File: src/rtl/fetch_rv.sv
// Instruction fetch stage: byte PC, one outstanding bram read, prefetch FIFO toward decode.
// Optional build macro FETCH_STALL_CNT_EN adds o_stall_cnt (decode backpressure cycle counter).
module fetch_rv #(
    parameter int                    ADDR_WIDTH = 10,
    parameter int                    DATA_WIDTH = 32,
    parameter logic [ADDR_WIDTH+1:0] RESET_PC   = '0,
    parameter int                    DEPTH      = 4
) (
    input  logic                  i_clk,
    input  logic                  i_rst_n,
    output logic [ADDR_WIDTH-1:0] o_mem_addr,
    output logic                  o_mem_rd_ready,
    input  logic [DATA_WIDTH-1:0] i_mem_data,
    input  logic                  i_mem_rd_valid,
    input  logic                  i_redirect_valid,
    input  logic [ADDR_WIDTH+1:0] i_redirect_addr,
    output logic [DATA_WIDTH-1:0] o_instr,
    output logic [ADDR_WIDTH+1:0] o_pc,
    output logic                  o_instr_valid,
    input  logic                  i_instr_ready
`ifdef FETCH_STALL_CNT_EN
    ,
    output logic [31:0]           o_stall_cnt
`endif
);

    localparam int PW    = ADDR_WIDTH + 2;
    localparam int PTR_W = (DEPTH > 1) ? $clog2(DEPTH) : 1;
    localparam int CNT_W = PTR_W + 1;

    typedef enum logic [1:0] {
        S_REQ  = 2'd0,
        S_WAIT = 2'd1,
        S_DROP = 2'd2
    } state_t;

    state_t             state, state_nxt;
    logic [PW-1:0]      pc, pc_nxt;
    logic [CNT_W-1:0]   count;
    logic [PTR_W-1:0]   wr_ptr, rd_ptr;
    logic               full;
    logic               rd_req;
    logic               push, pop;

    logic [DEPTH-1:0][PW-1:0]         fifo_pc;
    logic [DEPTH-1:0][DATA_WIDTH-1:0] fifo_instr;

    // Low two redirect bits are forced to zero; they are intentionally unused.
    logic unused_redir_lsb;
    assign unused_redir_lsb = ^i_redirect_addr[1:0];

    assign full          = (count == CNT_W'(DEPTH));
    assign o_instr_valid = (count != '0);
    assign pop           = o_instr_valid && i_instr_ready && !i_redirect_valid;

    // ------------------------------------------------------------------
    // Fetch FSM
    // ------------------------------------------------------------------
    always_ff @(posedge i_clk or negedge i_rst_n) begin
        if (!i_rst_n) begin
            state <= S_REQ;
            pc    <= {RESET_PC[PW-1:2], 2'b00};
        end else begin
            state <= state_nxt;
            pc    <= pc_nxt;
        end
    end

    always_comb begin
        state_nxt = state;
        pc_nxt    = pc;
        rd_req    = 1'b0;
        push      = 1'b0;
        unique case (state)
            S_REQ: begin
                rd_req = !full && !i_redirect_valid;
                if (rd_req) state_nxt = S_WAIT;
            end
            S_WAIT: begin
                if (i_mem_rd_valid) begin
                    state_nxt = S_REQ;
                    if (!i_redirect_valid) begin
                        push   = 1'b1;
                        pc_nxt = pc + PW'(4);
                    end
                end else if (i_redirect_valid) begin
                    state_nxt = S_DROP;
                end
            end
            S_DROP: begin
                // Response belongs to the pre-redirect stream: swallow it.
                if (i_mem_rd_valid) state_nxt = S_REQ;
            end
            default: state_nxt = S_REQ;
        endcase
        if (i_redirect_valid) pc_nxt = {i_redirect_addr[PW-1:2], 2'b00};
    end

    // Reset is async; gate the request so bram never sees it while held in reset.
    assign o_mem_rd_ready = rd_req && i_rst_n;
    assign o_mem_addr     = pc[PW-1:2];

    // ------------------------------------------------------------------
    // Prefetch FIFO
    // ------------------------------------------------------------------
    always_ff @(posedge i_clk or negedge i_rst_n) begin
        if (!i_rst_n) begin
            count  <= '0;
            wr_ptr <= '0;
            rd_ptr <= '0;
        end else if (i_redirect_valid) begin
            count  <= '0;
            wr_ptr <= '0;
            rd_ptr <= '0;
        end else begin
            if (push) wr_ptr <= wr_ptr + PTR_W'(1);
            if (pop)  rd_ptr <= rd_ptr + PTR_W'(1);
            unique case ({push, pop})
                2'b10:   count <= count + CNT_W'(1);
                2'b01:   count <= count - CNT_W'(1);
                default: count <= count;
            endcase
        end
    end

    always_ff @(posedge i_clk) begin
        if (push) begin
            fifo_pc[wr_ptr]    <= pc;
            fifo_instr[wr_ptr] <= i_mem_data;
        end
    end

    assign o_instr = fifo_instr[rd_ptr];
    assign o_pc    = fifo_pc[rd_ptr];

`ifdef FETCH_STALL_CNT_EN
    // ------------------------------------------------------------------
    // Decode backpressure counter, saturating; survives redirects
    // ------------------------------------------------------------------
    logic [31:0] stall_cnt;

    always_ff @(posedge i_clk or negedge i_rst_n) begin
        if (!i_rst_n) begin
            stall_cnt <= '0;
        end else if (o_instr_valid && !i_instr_ready && (stall_cnt != '1)) begin
            stall_cnt <= stall_cnt + 32'd1;
        end
    end

    assign o_stall_cnt = stall_cnt;
`endif

endmodule

File: config.mk
export PLATFORM = sky130hd
export DESIGN_NAME = fetch_rv
export DESIGN_NICKNAME = d
export VERILOG_FILES = /design/src/rtl/fetch_rv.sv
export SDC_FILE = /design/constraint.sdc
export NUM_CORES = 1
export LEC_CHECK = 0
export CAP_MARGIN = 20
export CORE_MARGIN = 5
export CORE_UTILIZATION = 45
export CTS_BUF_LIST = sky130_fd_sc_hd__clkbuf_8
export DETAILED_ROUTE_END_ITERATION = 8
export DONT_BUFFER_PORTS = 1
export PLACE_DENSITY_LB_ADDON = 0.3
export SLEW_MARGIN = 25
export SYNTH_ARGS = -nofsm -noshare
export SYNTH_HDL_FRONTEND = slang
export SYNTH_SLANG_ARGS = --single-unit
export TNS_END_PERCENT = 20
File: constraint.sdc
create_clock -name i_clk -period 6.2 [get_ports i_clk]
set_clock_uncertainty 0.1 [all_clocks]
set_input_delay 0.62 -clock i_clk [delete_from_list [all_inputs] [get_ports i_clk]]
set_output_delay 0.62 -clock i_clk [all_outputs]
set_load 0.02 [all_outputs]
==> key figures, run 1 <==
CTS
  • Post-CTS Resized: 0
  • Sinks on Clock Net: 187
  • CTS tree: yes
  • Setup Fix Bufs, Post-CTS: 0
  • Later-pin clock latency in the skew report: 0.45 ns
  • Cts bufs inserted: 17
  • Clock-pin transition on the worst setup and hold timing paths: about 0.090 ns
  • Clock Path Buffers: 2
  • H-tree depth: 4
  • Root buffer cell: clkbuf_8

Synthesis
  • Post-synthesis sequential area ratio: 0.7662
  • Synth Area in XOR/XNOR: 0.01685
  • Mux share of post-synthesis cell area: 0.1370
  • Compound-Gate Fraction of Synth Area: 0.01198
  • Synth warnings: 0
  • Post-synthesis cell area: between 7000 and 8000 um^2
  • Largest family of logic cells by synthesized area: multiplexers
  • Netlist cell types: 39
  • Post-synth EDFFs: approximately 170
  • Synth area leaders: edfxtp_1, mux4_2, dfrtp_1, xnor2_1, ha_1
  • Avg Inst Size Synth: 21.31 um^2
  • Adder-cell share of the synthesized area: 0.01146
  • Synth area leader: edfxtp_1
  • Post-Syn Instances: about 340
  • Async S/R FF share, synth: 0.1016
  • Most frequent cell after synthesis: edfxtp_1
  • Number of synthesized register bits: 187
  • Top-area cell type share of the netlist area: 0.7002
  • Top_reg_cell synth: edfxtp_1
  • Synth top cells by count: edfxtp_1, mux4_2, dfrtp_1
  • Simple-Gate Fraction of Synth Area: 0.04133

Timing
  • Setup tns final: 0 ns
  • Period utilization: 0.4754
  • Worst slew pin tran: 0.9325 ns
  • Max Slew Vio Count: 0
  • Peak Freq: 339.3 MHz
  • RSZ-0062 raised after global routing: false
  • Min Tclk post-route: roughly 3 ns
  • Final hold violation count: 0
  • Final Setup Violations: 0
  • Hold_ws: 0.1192 ns
  • Rel. slew slack: 0.3783

Pwr
  • Logic pwr share: 0.189
  • Switching share of power: 0.2980
  • Pwr dens: around 370 nW/um^2
  • Total power: 0.002909 W
  • Register share of total power: 0.549
  • Psw: 0.0008669 W
  • Clock power share: 0.262
  • Worst VDD drop: 0.2064 mV
  • Leak Pwr: 2.440 nW
  • Int Pwr: 0.002043 W

Setup path
  • Setup CP Type: reg2out
  • Worst-path maximum fanout: 44
  • CP Buf/Inv Count: 0
  • Critical Path AT: 2.23 ns
  • CP required: around 5.5 ns
  • Crit-path cells: mux4_2
  • Slowest cell on the critical path: dfrtp_4
  • Slowest Stage Delay on Critical Path: 1.05 ns
  • Reg2Reg Depth: 4
  • Crit start category: flip-flop
  • Top Family by Delay on Critical Path: flip-flops
  • Crit end category: output port
  • WP depth: 1

Finish
  • Antenna cell count: 0
  • Fill count: ~1,300
  • Layout Cells excl Fill: 577
  • Multi-input gate area: around 1600 um^2
  • Final Core Density: 0.4952
  • Register Area: 5525 um^2
  • Area grow syn2layout: 8.406%
  • Share of cells above drive strength 1: 0.2465
  • Final nets: between 400 and 500

Floorplan
  • Die H: 136.5 um
  • Core Box Area: 15,770 um^2
  • IO Pins: 105
  • Die area: 18,640 um^2
  • DIE WIDTH: 136.5 um
  • Rows: 46
  • Initial cell density of the core: 0.4568

Route
  • DR pass1 iterations: 4
  • Routed WL per cell: 22.11 um
  • DR iter-0 viols: 182
  • Number of vias per cell: around 5.4
  • DRC errors left: 0
  • Final WL: 12,760 um
  • Remaining antenna violation count after routing: 0
  • Vias post-DR: 3,129

Place
  • Port Buffer Count: 0
  • Routability Congestion: between 0.7 and 0.8
  • Placed cell count: 544
  • Final HPWL DP: 7553 um

Global routing
  • Initial antenna violation count: 0
  • All-Layer GR Usage: 0.1428
  • Total gr overflow: 0
  • Vias in the first global route: 3,330
  • First-pass GRT wire length: 19,390 um
  • Pin count of the biggest net entering global routing: 45

Worst hold path
  • Worst hold path depth: 1
  • Min-Delay Path Class: in2reg

Run status
  • Status: completed

Job
  • # Max-Cap Violations: 0
final timing paths:
kind	slack, ns	endpoint	from
max in group asynchronous	4.71	rd_ptr[0]	i_rst_n
max	3.25	o_pc[10]	rd_ptr[0]
min reg2reg	0.43	state[0]	state[1]
min in group asynchronous	0.63	state[0]	i_rst_n
min	0.12	count[0]	i_redirect_valid
max reg2reg	3.83	fifo_pc[18]	state[1]
per-layer routing:
layer / global-route usage / wire, um
met4: 0.04367 / 108
met1: 0.1691 / 5215
met5: 0 / 0
met3: 0.07096 / 1215
met2: 0.2306 / 6216
cells in the final DEF, fill, tap and decap left out, types with 5 or more instances in the layout:
| master | n |
|---|---|
| dfrtp_1 | 17 |
| nand2_1 | 13 |
| mux4_2 | 42 |
| xnor2_1 | 8 |
| o21ai_0 | 7 |
| buf_4 | 5 |
| edfxtp_1 | 168 |
| clkbuf_8 | 17 |
| nor2_1 | 10 |
| ha_1 | 5 |
| inv_1 | 6 |
power groups by stage:
stage               Clock, W  Sequential [W]  Combinational [W]
global route        0.000836         0.00163           0.000588
finish              0.000761         0.00160           0.000551
detailed placement         0         0.00163           0.000560
global placement           0         0.00163           0.000552
floorplan                  0         0.00152           0.000583
CTS                 0.000790         0.00161           0.000564
per-stage QoR:
stage / setup slack (ns) / cell area (um^2)
after floorplan: 3.698 / 7208
after global routing: 3.042 / 7810
after global placement: 3.652 / 7432
after detailed placement: 3.652 / 7432
final: 3.253 / 7810
after CTS: 3.136 / 7810
flip-flops by register name, summed over array words and instances (netlist names):
| register | flops |
|---|---|
| fifo_instr | 128 |
| state | 2 |
| count | 3 |
| pc | 10 |
| rd_ptr | 2 |
| wr_ptr | 2 |
| fifo_pc | 40 |
cell type report:
class | instances | share of cell area
inverters | 3 | 0.001442
well taps | 216 | 0.03460
repair buffers | 6 | 0.006088
clock inverters | 15 | 0.01714
multi-input cells | 133 | 0.2033
flip-flops and latches | 187 | 0.7075
clock buffers | 17 | 0.02996
logic make-up (layout without fill, tap and decap cells):
kind of cell             after synthesis  in the layout
AND/OR/NAND/NOR                       52             52
adder cells (fa/ha/maj)                6              6
buffers and inverters                 19             41
other                                  1              2
multiplexers                          46             46
AO/OA/AOI/OAI                         14             14
flip-flops                           187            187
XOR/XNOR                              13             13
repair_timing:
action / in CTS / in global routing
setup endpoints to repair: 0 / 0
endpoints found under the hold margin: 19 / 0
hold buffers: 1 / 0
Note: power is estimated with default switching activity, not from simulation.
==> run 2: changes to the inputs <==
clock period = 2.67 ns   (was 6.2 ns; I/O delays follow)
==> run 2 against run 1 <==
Compared with the run above: clock power is 120% higher; worst hold slack worse by 0.078 ns; sequential power is 120% higher; final cell count is 9.5% higher; flip-flop and latch count stayed put; utilization is 3.5 points higher; combinational power grew to 2.9 times the previous value; die area stayed put; count of clock-buffer cells in the layout stayed put; via count is 6.3% higher; final area is 7.0% higher; critical path type unchanged.
==> key figures, run 2 (same netlist as run 1, synthesis figures left out) <==
Finish
  • Register Area: roughly 5500 um^2
  • Area grow syn2layout: 16.01%
  • Commonest non-fill, non-tap cell in the layout: edfxtp_1
  • Most flop-heavy register: fifo_instr
  • Final nets: 458
  • Layout Cells excl Fill: between 600 and 700
  • Max reg flops: roughly 130
  • Fill count: ~1,300
  • Share of cells above drive strength 1: 0.2404
  • Multi-input gate area: around 1600 um^2
  • Most frequent cells in the layout: edfxtp_1, dlygate4sd3_1, mux4_2, clkbuf_8, dfrtp_1
  • Antenna cell count: 0
  • Largest regs: fifo_instr x128, fifo_pc x40, pc x10

Floorplan
  • DIE WIDTH: 136.5 um
  • Core Box Area: 15,770 um^2
  • Die H: around 140 um
  • Initial cell density of the core: 0.4568
  • IO Pins: 105
  • Die area: 18,640 um^2
  • Rows: 46

Pwr
  • Switching share of power: 0.3003
  • Worst VDD drop: between 0.4 and 0.5 mV
  • Int Pwr: 0.004770 W
  • Psw: between 0.002 and 0.0025 W
  • Logic pwr share: 0.234
  • Register share of total power: 0.523
  • Leak Pwr: between 2 and 3 nW
  • Clock power share: 0.243
  • Pwr dens: between 800 and 900 nW/um^2

CTS
  • Cts bufs inserted: 17
  • Clock Path Buffers: 2
  • Later-pin clock latency in the skew report: 0.45 ns
  • H-tree depth: 4
  • CTS tree: yes
  • Clock-pin transition on the worst setup and hold timing paths: 0.09 ns
  • Sinks on Clock Net: 187
  • Setup Fix Bufs, Post-CTS: 0
  • Root buffer cell: clkbuf_8

Setup path
  • Critical Path AT: 1.98 ns
  • Setup CP Type: reg2out
  • Crit end category: output port
  • Crit start category: flip-flop
  • CP required: 2.30 ns
  • Worst-path maximum fanout: 15
  • Reg2reg setup slack: 0.59 ns

Global routing
  • Vias in the first global route: 3,568
  • Pin count of the biggest net entering global routing: 30
  • Initial antenna violation count: 0
  • All-Layer GR Usage: 0.1498
  • First-pass GRT wire length: between 20,000 and 25,000 um
  • Total gr overflow: 0

Timing
  • Worst slew pin tran: 0.8749 ns
  • Fin worst setup slack: 0.3184 ns
  • Period utilization: 0.8807
  • Final Setup Violations: 0
  • Max Slew Vio Count: 0
  • Final hold violation count: 0
  • Setup tns final: 0 ns
  • RSZ-0062 raised after global routing: false
  • Min Tclk post-route: between 2 and 2.5 ns
  • Rel. slew slack: 0.4148
  • Peak Freq: around 430 MHz

Worst hold path
  • Min-Delay Path Class: in2reg

Route
  • Vias post-DR: 3,325
  • Routed WL per cell: 20.78 um
  • Remaining antenna violation count after routing: 0
  • Number of vias per cell: about 5.3
  • DR iter-0 viols: 129
  • Final WL: 13,130 um
  • DR pass1 iterations: 4
  • DRC errors left: 0

Place
  • Routability Congestion: 0.7224
  • Port Buffer Count: 0
  • Place WS: 0.5949 ns
  • Final HPWL DP: 8171 um
  • Placed cell count: 553

Job
  • # Max-Cap Violations: 0

Run status
  • Status: completed
-- run 2: worst max-delay path: stages (launching register included) --
cell and delay [ns]:
dfrtp_4 0.64, buf_4 0.27, mux4_2 0.61
-- run 2: repair_timing --
action,in CTS,in global routing
endpoints found under the setup margin,0,0
hold buffers,47,0
resized for setup,0,0
endpoints found under the hold margin,166,0
-- run 2: power by group through the flow --
| stage | combinational, W | clock [W] | sequential [W] |
|---|---|---|---|
| floorplan | 0.00135 | 0 | 0.00352 |
| detailed placement | 0.00154 | 0 | 0.00364 |
| CTS | 0.00163 | 0.00171 | 0.00358 |
| global placement | 0.00151 | 0 | 0.00363 |
| finish | 0.00159 | 0.00166 | 0.00357 |
| global route | 0.00171 | 0.00184 | 0.00360 |
-- run 2: metal layers --
layer  vias up  wire [um]  global-route usage
li1       1492          -                   -
met1      1728       5507              0.1887
met2        92       6570              0.2432
met3        13        877             0.05257
met4         0        175             0.05151
met5         -          0                   0
-- run 2: metrics by stage --
| step | hold WS (ns) | util | instance area, um^2 | power, W |
|---|---|---|---|---|
| 2_1_floorplan | -0.1286 | - | 7208 | 0.004878 |
| 3_3_place_gp | -0.1279 | 0.4787 | 7550 | 0.005143 |
| 3_5_place_dp | -0.1279 | 0.4787 | 7550 | 0.005179 |
| 4_1_cts | 0.01102 | 0.5303 | 8363 | 0.006919 |
| 5_1_grt | 0.01797 | 0.5300 | 8358 | 0.007154 |
| 6_report | 0.04097 | 0.5300 | 8358 | 0.006817 |
-- run 2: worst paths after layout --
path | to | cells after the start | start
min in group asynchronous | count[2] | 1 | i_rst_n
max in group asynchronous | rd_ptr[0] | 1 | i_rst_n
worst min-delay path | wr_ptr[1] | 3 | i_mem_rd_valid
worst min register to register | state[0] | 1 | state[1]
worst max register to register | count[2] | 6 | count[0]
worst max-delay path | o_instr[19] | 2 | rd_ptr[0]
-- run 2: area by class of cell --
type                    count  area share
clock buffers              17     0.02799
repair buffers             61     0.07425
clock inverters            15     0.01302
multi-input cells         133      0.1900
inverters                   3    0.001347
flip-flops and latches    187      0.6611
well taps                 216     0.03234
==> run 3: changes to the inputs <==
ABC_AREA = 1   (was default)
CORE_UTILIZATION = 51   (was 45)
==> run 3 against run 2 <==
Compared with the run above: setup slack better by 0.021 ns; worst hold slack better by 0.041 ns; final area up 6.6%; final cell count up 35%; flip-flop and latch count unchanged; critical path depth up 2; sequential power down 3%; die area down 8.3%; critical endpoint is now o_instr[18]; largest power group unchanged.
==> key figures, run 3 <==
Run status
  • Status: completed

CTS
  • Clock-pin transition on the worst setup and hold timing paths: 0.09 ns
  • Cts bufs inserted: 17
  • H-tree depth: 4
  • Later-pin clock latency in the skew report: 0.45 ns
  • Setup Fix Bufs, Post-CTS: 0
  • Sinks on Clock Net: 187
  • Root buffer cell: clkbuf_8
  • Clock Path Buffers: 2
  • CTS tree: yes

Pwr
  • Leak Pwr: ~3.2 nW
  • Pwr dens: 688.9 nW/um^2
  • Total power: 0.006141 W
  • Worst VDD drop: approximately 0.39 mV

Synthesis
  • Post-synthesis cell area: 7432 um^2
  • Post-synthesis sequential area ratio: 0.7428
  • Async S/R FF share, synth: 0.1016
  • Avg Inst Size Synth: 13.06 um^2
  • Synth warnings: 0
  • Top_reg_cell synth: edfxtp_1
  • Synth area leaders: edfxtp_1, dfrtp_1, o21ai_0, nor2_1, o22ai_1
  • Netlist cell types: 36
  • Synth top cells by count: edfxtp_1, nor2_1, o21ai_0
  • Synth area leader: edfxtp_1
  • Top-area cell type share of the netlist area: 0.6788
  • Number of synthesized register bits: 187
  • Most frequent cell after synthesis: edfxtp_1
  • Post-Syn Instances: 569
  • Post-synth EDFFs: 168

Route
  • Number of vias per cell: roughly 5.5
  • Remaining antenna violation count after routing: 0
  • DR iter-0 viols: 287
  • Vias post-DR: 4,669
  • Routed WL per cell: 18.14 um
  • DRC errors left: 0
  • Final WL: 15,510 um
  • DR pass1 iterations: 4

Global routing
  • Total gr overflow: 0
  • All-Layer GR Usage: 0.1911
  • Pin count of the biggest net entering global routing: 58
  • Vias in the first global route: 4,742
  • Initial antenna violation count: 0
  • First-pass GRT wire length: 24,560 um

Timing
  • Final Setup Violations: 0
  • Fin worst setup slack: around 0.34 ns
  • Max Slew Vio Count: 0
  • Worst slew pin tran: 0.8944 ns
  • Min Tclk post-route: 2.331 ns
  • Period utilization: 0.8730
  • Rel. slew slack: 0.4018
  • Peak Freq: 429.0 MHz
  • RSZ-0062 raised after global routing: false
  • Final hold violation count: 0

Setup path
  • Setup CP Type: reg2out
  • Reg2Reg Depth: 12
  • Crit end category: output port
  • Crit start category: flip-flop
  • CP required: 2.30 ns
  • Critical Path AT: just under 2 ns
  • Worst-path maximum fanout: 28

Floorplan
  • Core Box Area: 14,420 um^2
  • IO Pins: 105
  • Die H: between 100 and 150 um
  • DIE WIDTH: roughly 130 um
  • Die area: 17,090 um^2
  • Rows: 44
  • Initial cell density of the core: 0.5153

Place
  • Post-DP Area: approximately 8000 um^2
  • Routability Congestion: 0.7788
  • Port Buffer Count: 0
  • Place WS: 0.5121 ns
  • Final HPWL DP: 9003 um

Finish
  • Max reg flops: 128
  • Antenna cell count: 0
  • Layout Cell Area excl Fill: 8914 um^2
  • Largest regs: fifo_instr x128, fifo_pc x40, pc x10
  • Most flop-heavy register: fifo_instr
  • Final nets: 713
  • Fill count: 1,103
  • Share of cells above drive strength 1: 0.1550
  • Area grow syn2layout: 19.93%
  • Most frequent cells in the layout: edfxtp_1, nor2_1, o21ai_0, nand2_1, buf_4
  • Commonest non-fill, non-tap cell in the layout: edfxtp_1

Worst hold path
  • Min-Delay Path Class: in2reg
  • Worst hold path depth: 5

Job
  • # Max-Cap Violations: 0
==> run 3: cell count changes in the layout (fill, tap and decap cells not counted), sizes merged, moves of 4 or more <==
cell | before | now
o22ai | 0 | 42
nor2 | 10 | 106
bufinv | 1 | 5
inv | 7 | 21
mux4 | 42 | 0
nand2 | 13 | 56
xnor2 | 9 | 1
buf | 15 | 53
o21ai | 10 | 88
nand3 | 4 | 10
and2 | 5 | 0
nor3 | 5 | 1
==> run 3: what timing repair did <==
action,CTS,global route
endpoints found under the setup margin,0,1
hold buffers,47,0
resized for setup,0,1
endpoints found under the hold margin,165,0
==> run 3: kinds of logic (layout without fill, tap and decap cells) <==
kind of cell	count (synthesis)	after routing	synth area share
flip-flops	187	187	0.7428
AND/OR/NAND/NOR	179	179	0.1039
AO/OA/AOI/OAI	141	141	0.1059
buffers and inverters	51	152	0.03114
adder cells (fa/ha/maj)	6	6	0.01111
XOR/XNOR	4	4	0.004715
other	1	2	0.0005046
==> run 3: power by group <==
group / switching [W] / internal (W) / total (W)
combinational: 0.000395 / 0.000250 / 0.000645
clock: 0.000940 / 0.00110 / 0.00204
sequential: 0.000156 / 0.00330 / 0.00346
==> run 3: critical path, cell delays in order (launching register included) <==
cell and delay [ns]:
dfrtp_2 0.57, inv_2 0.14, buf_4 0.30, o21ai_1 0.09
o22ai_1 0.40
==> run 3: cell type report <==
type,count,area [um^2],area share
sequential,187,5522,0.6195
multi-input combinational,332,1714,0.1923
timing repair buffer,100,933.4,0.1047
clock buffer,17,234.0,0.02625
tap,184,230.2,0.02583
clock inverter,15,205.2,0.02302
inverter,20,75.07,0.008422
==> run 3: metrics by stage <==
step | instances | hold slack (ns) | TNS [ns] | utilization
floorplan | 570 | -0.1286 | -72.89 | -
global placement | 776 | -0.1276 | 0 | 0.5547
finish | 855 | 0.08231 | 0 | 0.6180
detailed placement | 776 | -0.1278 | 0 | 0.5547
CTS | 855 | 0.04419 | 0 | 0.6178
global route | 855 | 0.08798 | 0 | 0.6180
==> run 3: path summary, 6_finish.rpt <==
| path | startpoint | end | slack [ns] |
|---|---|---|---|
| max in group asynchronous | i_rst_n | rd_ptr[0] | 1.59 |
| hold / removal | i_instr_ready | rd_ptr[1] | 0.08 |
| setup reg to reg | state[1] | count[2] | 0.48 |
| min in group asynchronous | i_rst_n | pc[3] | 0.28 |
| setup / recovery | rd_ptr[0] | o_instr[18] | 0.34 |
| hold reg to reg | wr_ptr[0] | wr_ptr[0] | 0.46 |
==> run 3: layer usage <==
layer / GRT usage / part of all wire
met1: 0.2430 / 0.42
met2: 0.3209 / 0.52
met3: 0.04919 / 0.051
met4: 0.06655 / 0.014
met5: 0 / 0
==> RTL change, RTL diff (flow settings as in run 3) <==
The 3 states of `state_t` get a one-hot encoding in 3 bits.
--- a/src/rtl/fetch_rv.sv
+++ b/src/rtl/fetch_rv.sv
@@ -30,6 +30,6 @@
 
-    typedef enum logic [1:0] {
-        S_REQ  = 2'd0,
-        S_WAIT = 2'd1,
-        S_DROP = 2'd2
+    typedef enum logic [2:0] {
+        S_REQ  = 3'b001,
+        S_WAIT = 3'b010,
+        S_DROP = 3'b100
     } state_t;
Behaviour: same outputs for any inputs over 4 cycles, from zero or initial values and one cycle with i_rst_n low; so few cycles prove little.
==> RTL change against run 3 <==
Setup slack gained 0.076 ns. Sequential cell count grew 1. Utilization shrank 0.11 points. Routed wire length grew 2.6%. Cell area grew 0.20%. Area after synthesis grew 1.2%.
Power is not compared: it rests on default switching activity, and its combinational part moved more than twofold at a synthesized area within 25%.
==> RTL change: results (changes against run 3) <==
[cts]
cts_setup_buffers = 0  ; unchanged
cts_hold_buf = 46  ; was 47
h-tree-depth = 4  ; unchanged
cts_buffers = 17  ; unchanged
cts_resized = 0  ; unchanged
clock_path_buffers = 2  ; unchanged
insertion_delay_ns = 0.46
path_clk_slew_ns = 0.08
clockRootBuffer = clkbuf_8  ; unchanged

[power_and_ir_drop]
peakVddDrop_mv = 0.4921
p_leak_nw = 3.237

[grt]
antenna_found_initial = 0  ; unchanged
grtUsageTotal_pct = 18.67  ; was 19.11%
first_global_vias = 5050  ; was 4,742
grt_max_degree = 46  ; was 58
grt_pass1_wl_mm = 25.53  ; was 24.56 mm

[cells_and_area]
layout.nets = 731  ; was 713
n_fill_cell = 1102  ; was 1,103
top_regs = fifo_instr x128, fifo_pc x40, pc x10  ; unchanged
diodes = 0  ; unchanged
layout-drive-gt1-share_pct = 16.26  ; was 15.50%

[logic_synthesis]
synthTopCellsByCount = edfxtp_1, nor2_1, o21ai_0  ; unchanged
syn_area_sq_mm = 0.007521  ; was 0.007432 sq mm
synth-edff-count = 168  ; unchanged
netlist-cell-type-count = 34  ; was 36
async_flop_share_pct = 10.64  ; was 10.16%
synth_top_cell_area_share_pct = 67.08  ; was 67.88%
ys_seq_area_share_pct = 73.75  ; was 74.28%
ys.warnings.count = 0  ; unchanged
synth_area_leaders = edfxtp_1, dfrtp_1, o21ai_0  ; unchanged

[setup_path]
critPathMaxStageDelay_ns = 0.46  ; was 0.57 ns
cp.arrival_ns = 1.89  ; was 1.96 ns
path_delay_family = compound AO/OA/AOI/OAI gates  ; was flip-flops
worst_path_max_delay_cell = o22ai_1  ; was dfrtp_2
cp_max_fo = 45  ; was 28

[detailed_routing]
drt_iter0_drc = 338  ; was 287
dr.pass1.iters = 5  ; was 4
avgViaCountPerCell = 5.584  ; was 5.461
wl_per_cell_microns = 18.24  ; was 18.14 microns

[hold_path]
hp-class = in2reg  ; unchanged

[outcome]
status = finished clean  ; unchanged

[place]
globalplace.congestion = 0.8093  ; was 0.7788
portBuffers = 0  ; unchanged
dpl.hpwl_mm = 9.482  ; was 9.003 mm

[sta]
fin_tns_setup_ns = 0  ; unchanged
max_slew_margin_pct = 66.00  ; was 40.18%

## RTL change: cell count changes in the layout (fill, tap and decap cells not counted), sizes merged, moves of 2 or more
cell,delta
nand2,+3
o21ai,+5
nand3,+4
inv,+10
nand4,-2
nor2,-2
## RTL change: layout make-up
type	count	area [sq um]	share of cell area [%]
well taps	184	230.2	2.578
repair buffers	100	888.4	9.947
inverters	30	113.9	1.275
flip-flops and latches	188	5548	62.12
clock buffers	17	234.0	2.620
multi-input cells	339	1712	19.17
clock inverters	15	205.2	2.298
## RTL change: power breakdown
group | total, W | internal, W | switching [W]
sequential | 0.00355 | 0.00336 | 0.000192
combinational | 0.00192 | 0.000678 | 0.00125
clock | 0.00202 | 0.00110 | 0.000928
total | 0.00750 | 0.00513 | 0.00237
## RTL change: cell families (layout without fill, tap and decap cells)
| group | after synthesis | in the layout | share of synthesized area (%) |
|---|---|---|---|
| simple gates | 183 | 183 | 10.06 |
| flops | 188 | 188 | 73.75 |
| compound gates | 145 | 145 | 10.75 |
| fa+ha+maj | 6 | 6 | 1.098 |
| xor+xnor | 3 | 3 | 0.3494 |
| buf+inv | 62 | 162 | 3.943 |
| other cells | 1 | 2 | 0.04986 |
## RTL change: worst paths after layout
path | cells after the start | slack (ns) | from | end
max in group asynchronous | 2 | 1.92 | i_rst_n | rd_ptr[0]$_DFFE_PN0P_
min | 3 | 0.07 | i_redirect_valid | rd_ptr[0]$_DFFE_PN0P_
max | 3 | 0.41 | rd_ptr[0]$_DFFE_PN0P_ | o_instr[14]
max reg2reg | 6 | 0.46 | state[0]$_DFFE_PN1P_ | pc[4]$_DFFE_PN0P_
min reg2reg | 2 | 0.46 | count[2]$_DFFE_PN0P_ | count[2]$_DFFE_PN0P_
min in group asynchronous | 2 | 0.19 | i_rst_n | pc[3]$_DFFE_PN0P_
## RTL change: metal layers
layer / vias to the layer above / wire [microns] / track usage, %
met5: - / 0 / 0
met4: 0 / 273 / 6.514
met3: 23 / 1054 / 5.466
met2: 157 / 7997 / 31.24
met1: 2413 / 6599 / 23.36
li1: 2282 / - / -
## RTL change: per-stage QoR
stage,utilization [%],setup WS (ns),instance area (sq um),cells,hold WS (ns)
global route,61.68,0.2274,8931,873,0.09998
floorplan,-,-0.4135,7525,589,-0.1286
CTS,61.65,0.3547,8926,872,0.03819
finish,61.68,0.4149,8931,873,0.07039
global placement,55.44,0.6324,8026,794,-0.1274
detailed placement,55.44,0.5993,8026,794,-0.1275
## RTL change: worst reg2reg max path: cells and delay by family, from the launching register on
| family | cells | cell delay [ns] |
|---|---|---|
| flops | 1 | 0.53 |
| simple gates | 2 | 0.44 |
| buf+inv | 3 | 0.92 |
| compound gates | 1 | 0.18 |
